<file path="src/rtl/irrigation_pkg.sv">
// Shared types for the irrigation request sequencer and the actuator-side block:
// sequencer state encodings and tank level codes with their thresholds.
package irrigation_pkg;

  typedef enum logic [2:0] {
    StIdle     = 3'b000,
    StIrrigate = 3'b001,
    StHold     = 3'b010,
    StCooldown = 3'b011,
    StAlarm    = 3'b100
  } state_e;

  typedef enum logic [1:0] {
    TankEmpty  = 2'b00,
    TankLow    = 2'b01,
    TankMedium = 2'b10,
    TankFull   = 2'b11
  } tank_level_e;

  function automatic logic tank_low(logic [1:0] level);
    return level <= TankLow;
  endfunction

  function automatic logic tank_ok(logic [1:0] level);
    return level >= TankMedium;
  endfunction

endpackage

</file>
<file path="src/rtl/irrigation_request_fsm_if.sv">
// Sensor/operator inputs and request/alarm outputs of the irrigation request sequencer.
// The slave modport is the sequencer itself; master is whatever drives the sensors.
interface irrigation_request_fsm_if;
  logic       soilDry;
  logic [1:0] tankLevel;
  logic       switch;
  logic       yIn;
  logic       cOut;
  logic       alarm;
  logic [2:0] mef1State;

  modport master (
    output soilDry, tankLevel, switch, yIn,
    input  cOut, alarm, mef1State
  );

  modport slave (
    input  soilDry, tankLevel, switch, yIn,
    output cOut, alarm, mef1State
  );
endinterface

</file>
<file path="src/rtl/irrigation_request_fsm_cycle_timer.sv">
// cycle_timer: saturating up-counter with synchronous clear/load and an equality flag.
// Priority is clear, then load, then increment.
module cycle_timer #(
  parameter int unsigned Width = 8
) (
  input  logic             clk_i,
  input  logic             rst_i,
  input  logic             clr_i,
  input  logic             load_i,
  input  logic [Width-1:0] load_val_i,
  input  logic             inc_i,
  input  logic [Width-1:0] cmp_val_i,
  output logic [Width-1:0] count_o,
  output logic             eq_o
);
  logic [Width-1:0] count_d, count_q;

  always_comb begin
    count_d = count_q;
    if (clr_i) begin
      count_d = '0;
    end else if (load_i) begin
      count_d = load_val_i;
    end else if (inc_i && (count_q != '1)) begin
      count_d = count_q + 1'b1;
    end
  end

  always_ff @(posedge clk_i) begin
    if (rst_i) begin
      count_q <= '0;
    end else begin
      count_q <= count_d;
    end
  end

  assign count_o = count_q;
  assign eq_o    = (count_q == cmp_val_i);
endmodule

</file>
<file path="src/rtl/irrigation_request_fsm.sv">
// Irrigation request sequencer: min on-time, cooldown, low-water alarm with hysteresis.
// Define IRRIGATION_WATCHDOG_EN to add a watchdog on continuous irrigation time.
module irrigation_request_fsm
  import irrigation_pkg::*;
#(
  parameter int unsigned MIN_ON_CYCLES   = 8,
  parameter int unsigned COOLDOWN_CYCLES = 16,
  parameter int unsigned TIMER_W         = 8,
  parameter int unsigned WATCHDOG_CYCLES = 200
) (
  input logic                     clock,
  input logic                     reset,
  irrigation_request_fsm_if.slave bus
);
  localparam logic [TIMER_W-1:0] MinOnLast = TIMER_W'(MIN_ON_CYCLES - 1);
  localparam logic [TIMER_W-1:0] CoolLast  = TIMER_W'(COOLDOWN_CYCLES - 1);

  if (MIN_ON_CYCLES == 0 || MIN_ON_CYCLES >= (1 << TIMER_W) ||
      COOLDOWN_CYCLES == 0 || COOLDOWN_CYCLES >= (1 << TIMER_W) ||
      WATCHDOG_CYCLES == 0 || WATCHDOG_CYCLES >= (1 << TIMER_W)) begin : g_param_check
    $error("irrigation_request_fsm: cycle parameter outside 1 .. 2^TIMER_W-1");
  end

  state_e             state_d, state_q;
  logic               cout_q, alarm_q;
  logic               tmr_clr, tmr_inc, cool_done, wd_expire;
  logic [TIMER_W-1:0] tmr_count;
  logic               low, ok;

  assign low = tank_low(bus.tankLevel);
  assign ok  = tank_ok(bus.tankLevel);

  cycle_timer #(
    .Width (TIMER_W)
  ) u_timer (
    .clk_i      (clock),
    .rst_i      (reset),
    .clr_i      (tmr_clr),
    .load_i     (1'b0),
    .load_val_i ('0),
    .inc_i      (tmr_inc),
    .cmp_val_i  (CoolLast),
    .count_o    (tmr_count),
    .eq_o       (cool_done)
  );

`ifdef IRRIGATION_WATCHDOG_EN
  localparam logic [TIMER_W-1:0] WdLast = TIMER_W'(WATCHDOG_CYCLES - 1);
  logic               wd_clr;
  logic [TIMER_W-1:0] wd_count;

  // Holds its value across HOLD so a paused irrigation still counts toward the limit.
  assign wd_clr = (state_q == StIdle) || (state_q == StCooldown) || (state_q == StAlarm);

  cycle_timer #(
    .Width (TIMER_W)
  ) u_watchdog (
    .clk_i      (clock),
    .rst_i      (reset),
    .clr_i      (wd_clr),
    .load_i     (1'b0),
    .load_val_i ('0),
    .inc_i      (state_q == StIrrigate),
    .cmp_val_i  (WdLast),
    .count_o    (wd_count),
    .eq_o       (wd_expire)
  );
`else
  assign wd_expire = 1'b0;
`endif

  always_comb begin
    state_d = state_q;
    tmr_clr = 1'b0;
    tmr_inc = 1'b0;
    case (state_q)
      StIdle: begin
        tmr_clr = 1'b1;
        if (low) begin
          state_d = StAlarm;
        end else if (bus.soilDry && !bus.switch) begin
          state_d = StIrrigate;
        end
      end
      StIrrigate: begin
        if (low || wd_expire) begin
          state_d = StAlarm;
          tmr_clr = 1'b1;
        end else if (bus.switch) begin
          // The cycle that sees the pause was still an on-cycle, so it counts.
          state_d = StHold;
          tmr_inc = 1'b1;
        end else if ((tmr_count >= MinOnLast) && !bus.soilDry) begin
          state_d = StCooldown;
          tmr_clr = 1'b1;
        end else begin
          tmr_inc = 1'b1;
        end
      end
      StHold: begin
        if (low) begin
          state_d = StAlarm;
          tmr_clr = 1'b1;
        end else if (bus.switch || bus.yIn) begin
          state_d = StHold;
        end else if (bus.soilDry) begin
          state_d = StIrrigate;
        end else begin
          state_d = StCooldown;
          tmr_clr = 1'b1;
        end
      end
      StCooldown: begin
        if (low) begin
          state_d = StAlarm;
          tmr_clr = 1'b1;
        end else if (cool_done) begin
          state_d = StIdle;
          tmr_clr = 1'b1;
        end else begin
          tmr_inc = 1'b1;
        end
      end
      StAlarm: begin
        tmr_clr = 1'b1;
        if (ok && !bus.switch) begin
          state_d = StIdle;
        end
      end
      default: begin
        state_d = StIdle;
        tmr_clr = 1'b1;
      end
    endcase
  end

  always_ff @(posedge clock) begin
    if (reset) begin
      state_q <= StIdle;
      cout_q  <= 1'b0;
      alarm_q <= 1'b0;
    end else begin
      state_q <= state_d;
      cout_q  <= (state_d == StIrrigate);
      alarm_q <= (state_d == StAlarm);
    end
  end

  assign bus.cOut      = cout_q;
  assign bus.alarm     = alarm_q;
  assign bus.mef1State = state_q;
endmodule

</file>
<file path="src/flat_wrapper.sv">
// flat-port wrapper written by rule: the top's interface ports become plain ports
module irrigation_request_fsm_flat import irrigation_pkg::*;
#(
  parameter int unsigned MIN_ON_CYCLES   = 8,
  parameter int unsigned COOLDOWN_CYCLES = 16,
  parameter int unsigned TIMER_W         = 8,
  parameter int unsigned WATCHDOG_CYCLES = 200
)
  (clock, reset, bus_soilDry, bus_tankLevel, bus_switch, bus_yIn, bus_cOut, bus_alarm, bus_mef1State);
  irrigation_request_fsm_if bus_i ();
  input logic clock;
  input logic reset;
  input wire logic [$bits(bus_i.soilDry)-1:0] bus_soilDry;
  input wire logic [$bits(bus_i.tankLevel)-1:0] bus_tankLevel;
  input wire logic [$bits(bus_i.switch)-1:0] bus_switch;
  input wire logic [$bits(bus_i.yIn)-1:0] bus_yIn;
  output wire logic [$bits(bus_i.cOut)-1:0] bus_cOut;
  output wire logic [$bits(bus_i.alarm)-1:0] bus_alarm;
  output wire logic [$bits(bus_i.mef1State)-1:0] bus_mef1State;
  assign bus_i.soilDry = bus_soilDry;
  assign bus_i.tankLevel = bus_tankLevel;
  assign bus_i.switch = bus_switch;
  assign bus_i.yIn = bus_yIn;
  assign bus_cOut = bus_i.cOut;
  assign bus_alarm = bus_i.alarm;
  assign bus_mef1State = bus_i.mef1State;
  irrigation_request_fsm #(.MIN_ON_CYCLES(MIN_ON_CYCLES), .COOLDOWN_CYCLES(COOLDOWN_CYCLES), .TIMER_W(TIMER_W), .WATCHDOG_CYCLES(WATCHDOG_CYCLES)) u_core (.clock(clock), .reset(reset), .bus(bus_i));
endmodule
</file>
<file path="config.mk">
export PLATFORM = sky130hd
export DESIGN_NAME = irrigation_request_fsm_flat
export DESIGN_NICKNAME = d
export VERILOG_FILES = /design/src/rtl/irrigation_pkg.sv /design/src/rtl/irrigation_request_fsm_if.sv /design/src/rtl/irrigation_request_fsm_cycle_timer.sv /design/src/rtl/irrigation_request_fsm.sv /design/src/flat_wrapper.sv
export SDC_FILE = /design/constraint.sdc
export NUM_CORES = 1
export LEC_CHECK = 0
export ABC_CLOCK_PERIOD_IN_PS = 2700
export CAP_MARGIN = 20
export CORE_AREA = 3 3 47 49
export DETAILED_ROUTE_END_ITERATION = 7
export DIE_AREA = 0 0 50 52
export PLACE_DENSITY = 0.6
export SYNTH_ARGS = -nofsm -noshare
export SYNTH_HDL_FRONTEND = slang
export SYNTH_SLANG_ARGS = --single-unit
</file>
<file path="constraint.sdc">
create_clock -name clock -period 2.7 [get_ports clock]
set_clock_uncertainty 0.05 [all_clocks]
set_input_delay 0.54 -clock clock [delete_from_list [all_inputs] [get_ports clock]]
set_output_delay 0.54 -clock clock [all_outputs]
set_load 0.01 [all_outputs]
</file>
==> results of run 1 <==
-- state kept, by name (all words and copies together), names as in the netlist --
register,flops
u_core.bus.alarm,1
u_core.bus.cOut,1
u_core.bus.mef1State,3
u_core.u_timer.count_o,8
-- worst max-delay path by stage --
stage                                                  start                                endpoint  cells past startpoint
after floorplan           u_core.bus.mef1State[0]$_SDFF_PP0_  u_core.u_timer.count_o[6]$_SDFFE_PP0P_                      6
final                                       bus_tankLevel[1]  u_core.u_timer.count_o[5]$_SDFFE_PP0P_                      6
after global placement                      bus_tankLevel[1]  u_core.u_timer.count_o[7]$_SDFFE_PP0P_                      6
after global routing                        bus_tankLevel[1]  u_core.u_timer.count_o[5]$_SDFFE_PP0P_                      6
after detailed placement                    bus_tankLevel[1]  u_core.u_timer.count_o[5]$_SDFFE_PP0P_                      6
after CTS                                   bus_tankLevel[1]  u_core.u_timer.count_o[5]$_SDFFE_PP0P_                      6
-- area by class of cell --
cell class              instances  area share, %
repair buffers                 11           12.2
well taps                      27           3.84
clock buffers                   4           2.98
flip-flops and latches         13           29.5
multi-input cells              67           50.6
inverters                       2          0.852
-- power by group --
| part | total, mW | switching [mW] | internal (mW) |
|---|---|---|---|
| Clock | 0.123 | 0.0662 | 0.0572 |
| Sequential | 0.197 | 0.00277 | 0.194 |
| Combinational | 0.0296 | 0.0133 | 0.0163 |
-- per-stage QoR --
| step | hold WS (ns) | setup WS [ns] | total power, mW | cells |
|---|---|---|---|---|
| 4_1_cts | 0.502 | 0.390 | 0.354 | 124 |
| 3_3_place_gp | 0.478 | 0.129 | 0.231 | 120 |
| 5_1_grt | 0.535 | 0.287 | 0.365 | 124 |
| 3_5_place_dp | 0.489 | 0.114 | 0.231 | 120 |
| 2_1_floorplan | 0.456 | 0.782 | 0.213 | 84 |
| 6_report | 0.500 | 0.395 | 0.350 | 124 |
-- metal layers --
| layer | routed length [um] | track usage (%) | part of all wire (%) | vias to the layer above |
|---|---|---|---|---|
| li1 | - | - | - | 349 |
| met1 | 813 | 16.2 | 52 | 322 |
| met2 | 686 | 19.1 | 44 | 10 |
| met3 | 32 | 3.44 | 2.1 | 4 |
| met4 | 21 | 6.91 | 1.4 | 0 |
| met5 | 0 | 0 | 0 | - |
-- cell usage in the layout, fill, tap and decap left out, types with 2 or more instances in the layout --
cell type         n
a21oi_1           7
a221oi_1          2
a32oi_1           2
and3_1            2
clkbuf_4          3
clkdlybuf4s50_1  10
dfxtp_1          13
inv_1             2
nand2_1           6
nand2b_1          2
nand3_1           2
nand4_1           2
nor2_1            7
nor3_1            4
o21a_1            2
o21ai_0           5
o21ba_2           2
o31ai_1           3
or2_2             2
or4_1             3
-- worst max-delay path, cell delays in order --
cell and delay, ns:
clkdlybuf4s50_1 0.52, nor4bb_1 0.31, o21ai_0 0.14, o22a_2 0.29, or4_1 0.51, a21oi_1 0.15
-- kinds of logic (layout without fill, tap and decap cells) --
kind of cell	Yosys count	count (layout)
AND/OR/NAND/NOR	35	35
AO/OA/AOI/OAI	28	28
flip-flops	13	13
buffers and inverters	4	17
XOR/XNOR	2	2
adder cells (fa/ha/maj)	1	1
multiplexers	1	1
==> reports/qor.yml, run 1 <==
run_status:
  status: "finished clean"
synthesis:
  synth_compound_area_share_pct: 27.5
  syn_area_sq_um: 732
  synth_most_common_cell: "dfxtp_1"
  yosysSeqAreaShare_pct: 35.6
  synthSimpleGateAreaFrac_pct: 27.9
  yosysWarnings: 0
  synth_top_area_share_pct: 35.6
  ys_types: 34
  avgSynthCellArea_sq_um: 8.71
  synth_top_cells_by_count: "13 x dfxtp_1, 7 x a21oi_1, 7 x nor2_1"
  async_flop_share_pct: 0
  synthMuxAreaShare_pct: 1.37
  synth_flop_cell: "dfxtp_1"
  ys_seq_elements: 13
  synth-xor-area-share_pct: 2.39
  synth_cells: 84
  synthTopCellsByArea: "dfxtp_1 36%, a21oi_1 4.8%, nor2_1 3.6%"
  synth_nets: 92
  synthAdderAreaFrac_pct: 1.71
  synth_top_family_by_area: "simple AND/OR/NAND/NOR gates"
  synth_top_area_cell: "dfxtp_1"
  synth_edf_count: 0
clock_tree:
  clk_latency_ns: 0.28
  holdBufCountCts: 0
  post_cts_resized: 0
  cts_sinks: 13
  postCtsSetupBuffers: 0
  h-tree-depth: 1
  cts-root-buf: "clkbuf_4"
  clk_pin_slew_ns: 0.09
  cts_buffers: 3
  tritoncts: "built"
  clk_path_buf_depth: 2
sta:
  period_share_pct: 85.4
  finalCriticalPeriod_ns: 2.31
  hold_viol: 0
  relSlewSlack_pct: 75.3
  worst_slew_pin_slew_ns: 0.368
  fin_tns_setup_ns: 0
  fmax_mhz: 434
  rsz0062_at_grt: "no"
  final-setup-viol-count: 0
  slew_viol_final: 0
cells_and_area:
  area_growth_syn_to_layout_pct: 20.3
  nFillCells: 206
  seq_area_sq_um: 260
  insertedDiodeCount: 0
  drive_gt1_share_pct: 13.4
  stdcell_area_sq_um: 881
  multi_input_area_sq_um: 445
  fin_nets: 106
  fin_util_pct: 46.3
floorplan:
  fp.dieW_um: 50
  ios: 12
  die_y_um: 52
  start_util_pct: 38.5
  core-area_sq_um: 1900
  rows: 16
  die_area_sq_um: 2600
global_routing:
  grt_start_max_net_pins: 10
  grt_usage_pct: 12.6
  grt_overflow_total: 0
  antenna_found_initial: 0
  grt_pass1_wl_um: 2530
  grt_pass1_vias: 587
drt:
  route.vias.total: 685
  drt-pass1-iter-count: 4
  drt.antenna.violating_nets: 0
  drc: 0
  drt_iter0_markers: 18
  viasPerCell: 5.52
  drt-total-wl_um: 1550
  wl_per_cell_um: 12.5
run:
  drv_cap: 0
worst_setup_path:
  path_class: "primary input to flip-flop"
  worstSetupEndpointType: "flip-flop"
  arrival_ns: 2.46
  critPathMaxFanout: 7
  r2r-start: "u_core.bus.mef1State[0]$_SDFF_PP0_"
  reg2reg_setup_slack_ns: 0.63
  startpoint_type: "primary input"
  required_ns: 2.85
  timing.rr.end: "u_core.u_timer.count_o[5]$_SDFFE_PP0P_"
  r2r_cells: 5
worst_hold_path:
  min-delay-start: "u_core.u_timer.count_o[7]$_SDFFE_PP0P_"
  hold_path_depth: 2
  min_path_type: "flip-flop to flip-flop"
  hold_end: "u_core.u_timer.count_o[7]$_SDFFE_PP0P_"
placed_design:
  gp_congestion: 0.868
  postPlaceCellArea_sq_um: 855
  port_buffers: 10
  hpwlAfterDp_um: 1100
power:
  cellPowerDensity_nw_per_um2: 398
  leakagePower_nw: 0.286
  ir_drop_uv: 269
Power figures use the tool's default switching activity.
==> run 2: changes to the inputs <==
--- a/config.mk
+++ b/config.mk
@@ -10,6 +10,7 @@
 export CORE_AREA = 3 3 47 49
 export DETAILED_ROUTE_END_ITERATION = 7
 export DIE_AREA = 0 0 50 52
+export MAX_ROUTING_LAYER = met4
 export PLACE_DENSITY = 0.6
 export SYNTH_ARGS = -nofsm -noshare
 export SYNTH_HDL_FRONTEND = slang
==> results of run 2 <==
Final layout, timing and power as in run 1 (identical DEF).
Among the figures that moved: final weighted congestion in routability-driven placement 0.868 -> 0.882; overall routing resource usage 12.6% -> 13.0%
